===== src/rtl/nibble_serial_adder_ctrl_if.sv =====
// Request/response bundle between an upstream requester and the nibble-serial adder.
// The requester drives operands and start; the sequencer returns status and result.
interface nibble_serial_adder_ctrl_if #(
    parameter int unsigned WIDTH = 16
);
    logic             start;
    logic [WIDTH-1:0] A;
    logic [WIDTH-1:0] B;
    logic             cin;
    logic             busy;
    logic             done;
    logic [WIDTH-1:0] sum;
    logic             co;
    logic             ovf;

    modport master (
        output start, A, B, cin,
        input  busy, done, sum, co, ovf
    );

    modport slave (
        input  start, A, B, cin,
        output busy, done, sum, co, ovf
    );
endinterface


===== src/rtl/nibble_serial_adder_ctrl.sv =====
// Nibble-serial WIDTH-bit adder: one shared 4-bit ripple adder is stepped LSB nibble
// first, with the carry held in a register between passes. The result, carry-out and
// signed overflow are registered on the final pass and held until the next completion.

// 4-bit ripple-carry adder shared by the sequencer below.
module adder (
    input  logic [3:0] A,
    input  logic [3:0] B,
    input  logic       cin,
    output logic [3:0] sum,
    output logic       co
);
    logic [4:0] c;

    // Ripple the carry through four full-adder cells.
    always_comb begin
        c    = '0;
        sum  = '0;
        c[0] = cin;
        for (int i = 0; i < 4; i++) begin
            sum[i]   = A[i] ^ B[i] ^ c[i];
            c[i + 1] = (A[i] & B[i]) | (A[i] & c[i]) | (B[i] & c[i]);
        end
        co = c[4];
    end
endmodule

module nibble_serial_adder_ctrl #(
    parameter int unsigned WIDTH = 16
) (
    input logic                       clk,
    input logic                       rst,
    nibble_serial_adder_ctrl_if.slave bus
);
    localparam int unsigned NIB  = WIDTH / 4;
    localparam int unsigned CntW = $clog2(NIB);
    localparam logic [CntW-1:0] LastCnt = CntW'(NIB - 1);

    typedef enum logic [1:0] {
        StIdle = 2'b00,
        StRun  = 2'b01,
        StDone = 2'b10
    } state_e;

    state_e            state_q, state_d;
    logic [WIDTH-1:0]  op_a_q, op_a_d;
    logic [WIDTH-1:0]  op_b_q, op_b_d;
    logic              carry_q, carry_d;
    logic [CntW-1:0]   cnt_q, cnt_d;
    logic [WIDTH-1:0]  acc_q, acc_d;
    logic [WIDTH-1:0]  sum_q, sum_d;
    logic              co_q, co_d;
    logic              ovf_q, ovf_d;

    logic [CntW+1:0]   base;
    logic [3:0]        add_a, add_b, add_sum;
    logic              add_co;
    logic              accept;

    // Select the current operand nibbles; driven only from registered state.
    always_comb begin
        base  = {cnt_q, 2'b00};
        add_a = op_a_q[base +: 4];
        add_b = op_b_q[base +: 4];
    end

    adder u_adder (
        .A   (add_a),
        .B   (add_b),
        .cin (carry_q),
        .sum (add_sum),
        .co  (add_co)
    );

    // Next-state logic: step one nibble per RUN cycle, accept requests in IDLE or DONE.
    always_comb begin
        state_d = state_q;
        op_a_d  = op_a_q;
        op_b_d  = op_b_q;
        carry_d = carry_q;
        cnt_d   = cnt_q;
        acc_d   = acc_q;
        sum_d   = sum_q;
        co_d    = co_q;
        ovf_d   = ovf_q;
        accept  = 1'b0;

        unique case (state_q)
            StIdle: begin
                accept = bus.start;
            end
            StRun: begin
                acc_d[base +: 4] = add_sum;
                carry_d          = add_co;
                if (cnt_q == LastCnt) begin
                    // Final pass: publish the full result including this nibble.
                    sum_d   = acc_d;
                    co_d    = add_co;
                    ovf_d   = (op_a_q[WIDTH-1] == op_b_q[WIDTH-1]) &&
                              (add_sum[3] != op_a_q[WIDTH-1]);
                    state_d = StDone;
                end else begin
                    cnt_d = cnt_q + 1'b1;
                end
            end
            StDone: begin
                accept  = bus.start;
                state_d = StIdle;
            end
            default: begin
                state_d = StIdle;
            end
        endcase

        if (accept) begin
            op_a_d  = bus.A;
            op_b_d  = bus.B;
            carry_d = bus.cin;
            cnt_d   = '0;
            acc_d   = '0;
            state_d = StRun;
        end
    end

    // State and datapath registers with synchronous, dominant reset.
    always_ff @(posedge clk) begin
        if (rst) begin
            state_q <= StIdle;
            op_a_q  <= '0;
            op_b_q  <= '0;
            carry_q <= 1'b0;
            cnt_q   <= '0;
            acc_q   <= '0;
            sum_q   <= '0;
            co_q    <= 1'b0;
            ovf_q   <= 1'b0;
        end else begin
            state_q <= state_d;
            op_a_q  <= op_a_d;
            op_b_q  <= op_b_d;
            carry_q <= carry_d;
            cnt_q   <= cnt_d;
            acc_q   <= acc_d;
            sum_q   <= sum_d;
            co_q    <= co_d;
            ovf_q   <= ovf_d;
        end
    end

    assign bus.busy = (state_q == StRun);
    assign bus.done = (state_q == StDone);
    assign bus.sum  = sum_q;
    assign bus.co   = co_q;
    assign bus.ovf  = ovf_q;
endmodule


===== src/flat_wrapper.sv =====
// flat-port wrapper written by rule: the top's interface ports become plain ports
module nibble_serial_adder_ctrl_flat 
#(
    parameter int unsigned WIDTH = 16
)
  (clk, rst, bus_start, bus_A, bus_B, bus_cin, bus_busy, bus_done, bus_sum, bus_co, bus_ovf);
  nibble_serial_adder_ctrl_if #(.WIDTH(WIDTH)) bus_i ();
  input logic clk;
  input logic rst;
  input wire logic [$bits(bus_i.start)-1:0] bus_start;
  input wire logic [$bits(bus_i.A)-1:0] bus_A;
  input wire logic [$bits(bus_i.B)-1:0] bus_B;
  input wire logic [$bits(bus_i.cin)-1:0] bus_cin;
  output wire logic [$bits(bus_i.busy)-1:0] bus_busy;
  output wire logic [$bits(bus_i.done)-1:0] bus_done;
  output wire logic [$bits(bus_i.sum)-1:0] bus_sum;
  output wire logic [$bits(bus_i.co)-1:0] bus_co;
  output wire logic [$bits(bus_i.ovf)-1:0] bus_ovf;
  assign bus_i.start = bus_start;
  assign bus_i.A = bus_A;
  assign bus_i.B = bus_B;
  assign bus_i.cin = bus_cin;
  assign bus_busy = bus_i.busy;
  assign bus_done = bus_i.done;
  assign bus_sum = bus_i.sum;
  assign bus_co = bus_i.co;
  assign bus_ovf = bus_i.ovf;
  nibble_serial_adder_ctrl #(.WIDTH(WIDTH)) u_core (.clk(clk), .rst(rst), .bus(bus_i));
endmodule

===== config.mk =====
export PLATFORM = sky130hd
export DESIGN_NAME = nibble_serial_adder_ctrl_flat
export DESIGN_NICKNAME = d
export VERILOG_FILES = /design/src/rtl/nibble_serial_adder_ctrl_if.sv /design/src/rtl/nibble_serial_adder_ctrl.sv /design/src/flat_wrapper.sv
export SDC_FILE = /design/constraint.sdc
export NUM_CORES = 1
export LEC_CHECK = 0
export BUFFER_PORTS_ARGS = -buffer_cell sky130_fd_sc_hd__buf_2
export CORE_ASPECT_RATIO = 0.9
export CORE_UTILIZATION = 40
export CTS_BUF_LIST = sky130_fd_sc_hd__clkbuf_2
export DETAILED_ROUTE_END_ITERATION = 6
export PLACE_DENSITY = 0.71
export SLEW_MARGIN = 25
export SYNTH_ARGS = -nofsm -noshare
export SYNTH_HDL_FRONTEND = slang
export SYNTH_SLANG_ARGS = --single-unit

===== constraint.sdc =====
create_clock -name clk -period 4.1 [get_ports clk]
set_input_delay 0 -clock clk [delete_from_list [all_inputs] [get_ports clk]]
set_output_delay 0 -clock clk [all_outputs]
set_load 0.03 [all_outputs]

==> results.md <==
- Post-CTS Resized: 0
- Combinational power share: 0.142
- Final setup vio count: 0
- Multiplexer share of the synthesized area: 0.0643
- Rel. slew slack: 0.461
- Mapped cell area: 0.00312 sq mm
- Ys flop type: dfxtp_1
- Post-Synthesis Cells: 345
- Clk_lat worst skew: approximately 0.54 ns
- Internal cell power: 956 uW
- Initial Utilization: 0.413
- Post-Route WL: roughly 7.9 mm
- CTS sink count: 71
- Clk_skew: 0.0302 ns
- First-pass DRT Iterations: 5
- Largest cells by area after synthesis: dfxtp_1, nand2_1, mux4_2, a21oi_1, nor2_1
- Iteration-0 DRC Markers: 189
- Area Overhead vs Synth: 28.4%
- VDD IR max: ~190 uV
- FF-to-FF path depth: 10
- Average instance area after synthesis: 9.03 sq um
- Largest family of logic cells by synthesized area: simple AND/OR/NAND/NOR gates
- Worst setup path class: flop to flop
- DRC: 0
- EDFF count, synth: 0
- Synth area leader: dfxtp_1
- HP Class: input port to flop
- Global placement routability congestion: 0.810
- Root Driver: clkbuf_2
- GRT Residual Overflow: 0
- Max Clock Freq: between 0.2 and 0.3 GHz
- YS warnings: 0
- Final worst path period need: 3.51 ns
- N_diodes: 0
- Crit end category: flop
- Placed cell areas: around 0.0034 sq mm
- Reg clk slew, reported paths: 0.21 ns
- Number of top-level pins: 56
- Core Util, Final: 0.530
- Reg-to-reg startpoint: u_core.cnt_q[0]
- RSZ-0062 raised after global routing: false
- RR Endpoint: u_core.bus.sum[15]
- Routed wire length per instance: 14.7 um
- CTS tree: yes
- Synth async-reset ratio: 0
- Min-Delay Endpoint: u_core.state_q[0]
- Cts hold-fix bufs: 47
- Fin. Hold Viols: 0
- Routed vias: 2856
- Seq/Total Area, Yosys: 0.456
- Power share of the clock group: 0.313
- P_leak: 1.68 nW
- Largest net degree at the start of global routing: 54
- Nets@finish: 481
- Net Sw Power: 393 uW
- Complex-gate fraction of the synthesized area: 0.153
- Setup tns final: 0 ns
- WP data arrival: approximately 4 ns
- Die Y-Extent: between 80 and 90 um
- Power Dens Cells: 337 mW/mm^2
- Via/cell ratio: 5.33
- Tcrit/Tclk final: 0.856
- Syn Nets: between 300 and 400
- Sequential power share: 0.546
- Crit-path max FO: 12
- Adder-Cell Fraction of Synth Area: 0.0498
- Flops & latches, synth: 71
- Share of cells above drive strength 1: 0.205
- Number of global-route vias before repair: 2695
- Area fraction of the dominant cell type after synthesis: 0.456
- Startpoint types: flop
- ANT nets after route: 0
- Max-cap violations: 0
- Simple logic cell fraction of the synthesized area: 0.208
- H-tree depth: 3
- Total power: ~1.3 mW
- R2R Setup Slk: 0.59 ns
- Switching share of power: 0.292
- Required @ worst endpoint: about 4.6 ns
- Hold Path Stages: 3
- Max clock buf depth: 2
- CTS Buf Count: 9
- Post-synthesis xor/xnor area fraction: 0.00281
- Row cnt: 30
- Core ar.: about 0.0075 sq mm
- # port buffers: 55
- Die Width: 95.0 um
- Detailed placer's ending HPWL: between 4 and 5 mm
- Slew Limit Fails: 0
- Slew @ Worst Pin: between 0.8 and 0.9 ns
- Cell variety after synth: 27
- Setup Buffers After CTS: 0
- Die area: 0.00815 sq mm
- GRT Overall Usage: 0.209
- Post-Layout Inst Area: 0.00400 sq mm
- Hold Crit Start: rst
- Outcome: finished clean
- Antenna violations before repair: 0
- First-pass GRT wire length: 12.9 mm
[Yosys cell counts, types with 3 or more instances]
cell type and count:
a21oi_1 34, a221oi_1 16, a32oi_1 16, and3b_1 3
buf_2 8, buf_4 6, clkbuf_1 12, dfxtp_1 71
fa_1 4, ha_1 6, inv_1 14, mux4_2 8
nand2_1 66, nand3b_1 5, nor2_1 42, nor2b_1 5
nor3_1 15
[placed cells by master, fill, tap and decap left out, drive strengths merged, types with 3 or more instances in the layout]
cell,count
a21oi,34
a221oi,16
a32oi,16
and3b,3
buf,59
clkbuf,9
clkinv,3
dfxtp,71
dlygate4sd3,48
fa,4
ha,6
inv,17
mux4,8
nand2,66
nand3b,6
nor2,42
nor2b,5
nor3,16
[critical path: stages, from the launching register on]
cell      delay [ns]
dfxtp_1         0.64
mux4_2          0.59
fa_1            0.40
inv_1           0.08
fa_1            0.20
fa_1            0.17
inv_1           0.05
fa_1            0.59
nor2b_1         0.39
a221oi_1        0.14
nor3_1          0.22
[how the worst max path moves through the flow]
stage | startpoint | slack (ns) | cells past startpoint | end
finish | u_core.cnt_q[0] | 0.59 | 10 | u_core.bus.sum[15]
floorplan | u_core.cnt_q[0] | 0.95 | 11 | u_core.bus.sum[7]
detailed placement | u_core.cnt_q[0] | 0.63 | 10 | u_core.bus.sum[15]
global route | u_core.cnt_q[0] | 0.34 | 10 | u_core.bus.sum[15]
CTS | u_core.cnt_q[0] | 0.58 | 10 | u_core.bus.sum[15]
global placement | u_core.cnt_q[0] | 0.82 | 10 | u_core.bus.sum[15]
[flip-flops by register name, indices dropped and copies added, names as in the netlist]
| name | cells |
|---|---|
| u_core.op_b_q | 16 |
| u_core.state_q | 2 |
| u_core.carry_q | 1 |
| u_core.bus.ovf | 1 |
| u_core.cnt_q | 2 |
| u_core.op_a_q | 16 |
| u_core.acc_q | 16 |
| u_core.bus.sum | 16 |
| u_core.bus.co | 1 |
[cells by family (layout without fill, tap and decap cells)]
group | after synthesis | count (layout)
simple gates | 143 | 143
flops | 71 | 71
compound gates | 68 | 68
buf+inv | 42 | 137
fa+ha+maj | 10 | 10
mux | 10 | 10
xor+xnor | 1 | 1
[per-layer routing]
| layer | vias to the layer above | routed length [um] | track usage |
|---|---|---|---|
| met3 | 14 | 470 | 0.0674 |
| met2 | 108 | 3870 | 0.343 |
| met1 | 1350 | 3400 | 0.259 |
| met5 | - | 0 | 0 |
| li1 | 1384 | - | - |
| met4 | 0 | 123 | 0.0716 |
[stage by stage]
step	setup slack (ns)	hold slack (ns)	cells
2_1_floorplan	0.954	0.136	345
3_5_place_dp	0.631	0.247	472
4_1_cts	0.579	0.000867	535
6_report	0.592	0.0597	536
3_3_place_gp	0.820	0.243	472
5_1_grt	0.344	0.0582	536
[power groups by stage]
stage	clock, mW	combinational, mW	sequential [mW]
after detailed placement	0	0.152	0.749
final	0.422	0.191	0.736
after floorplan	0	0.118	0.738
after global routing	0.459	0.212	0.740
after CTS	0.435	0.187	0.735
after global placement	0	0.146	0.748
[cell type report]
| type | instances | area (sq um) |
|---|---|---|
| clock buffers | 9 | 45.0 |
| inverters | 14 | 52.6 |
| multi-input cells | 232 | 1500 |
| clock inverters | 7 | 78.8 |
| well taps | 96 | 120 |
| fillers | 684 | 3540 |
| repair buffers | 107 | 786 |
| flip-flops and latches | 71 | 1420 |
Power figures use the tool's default switching activity.
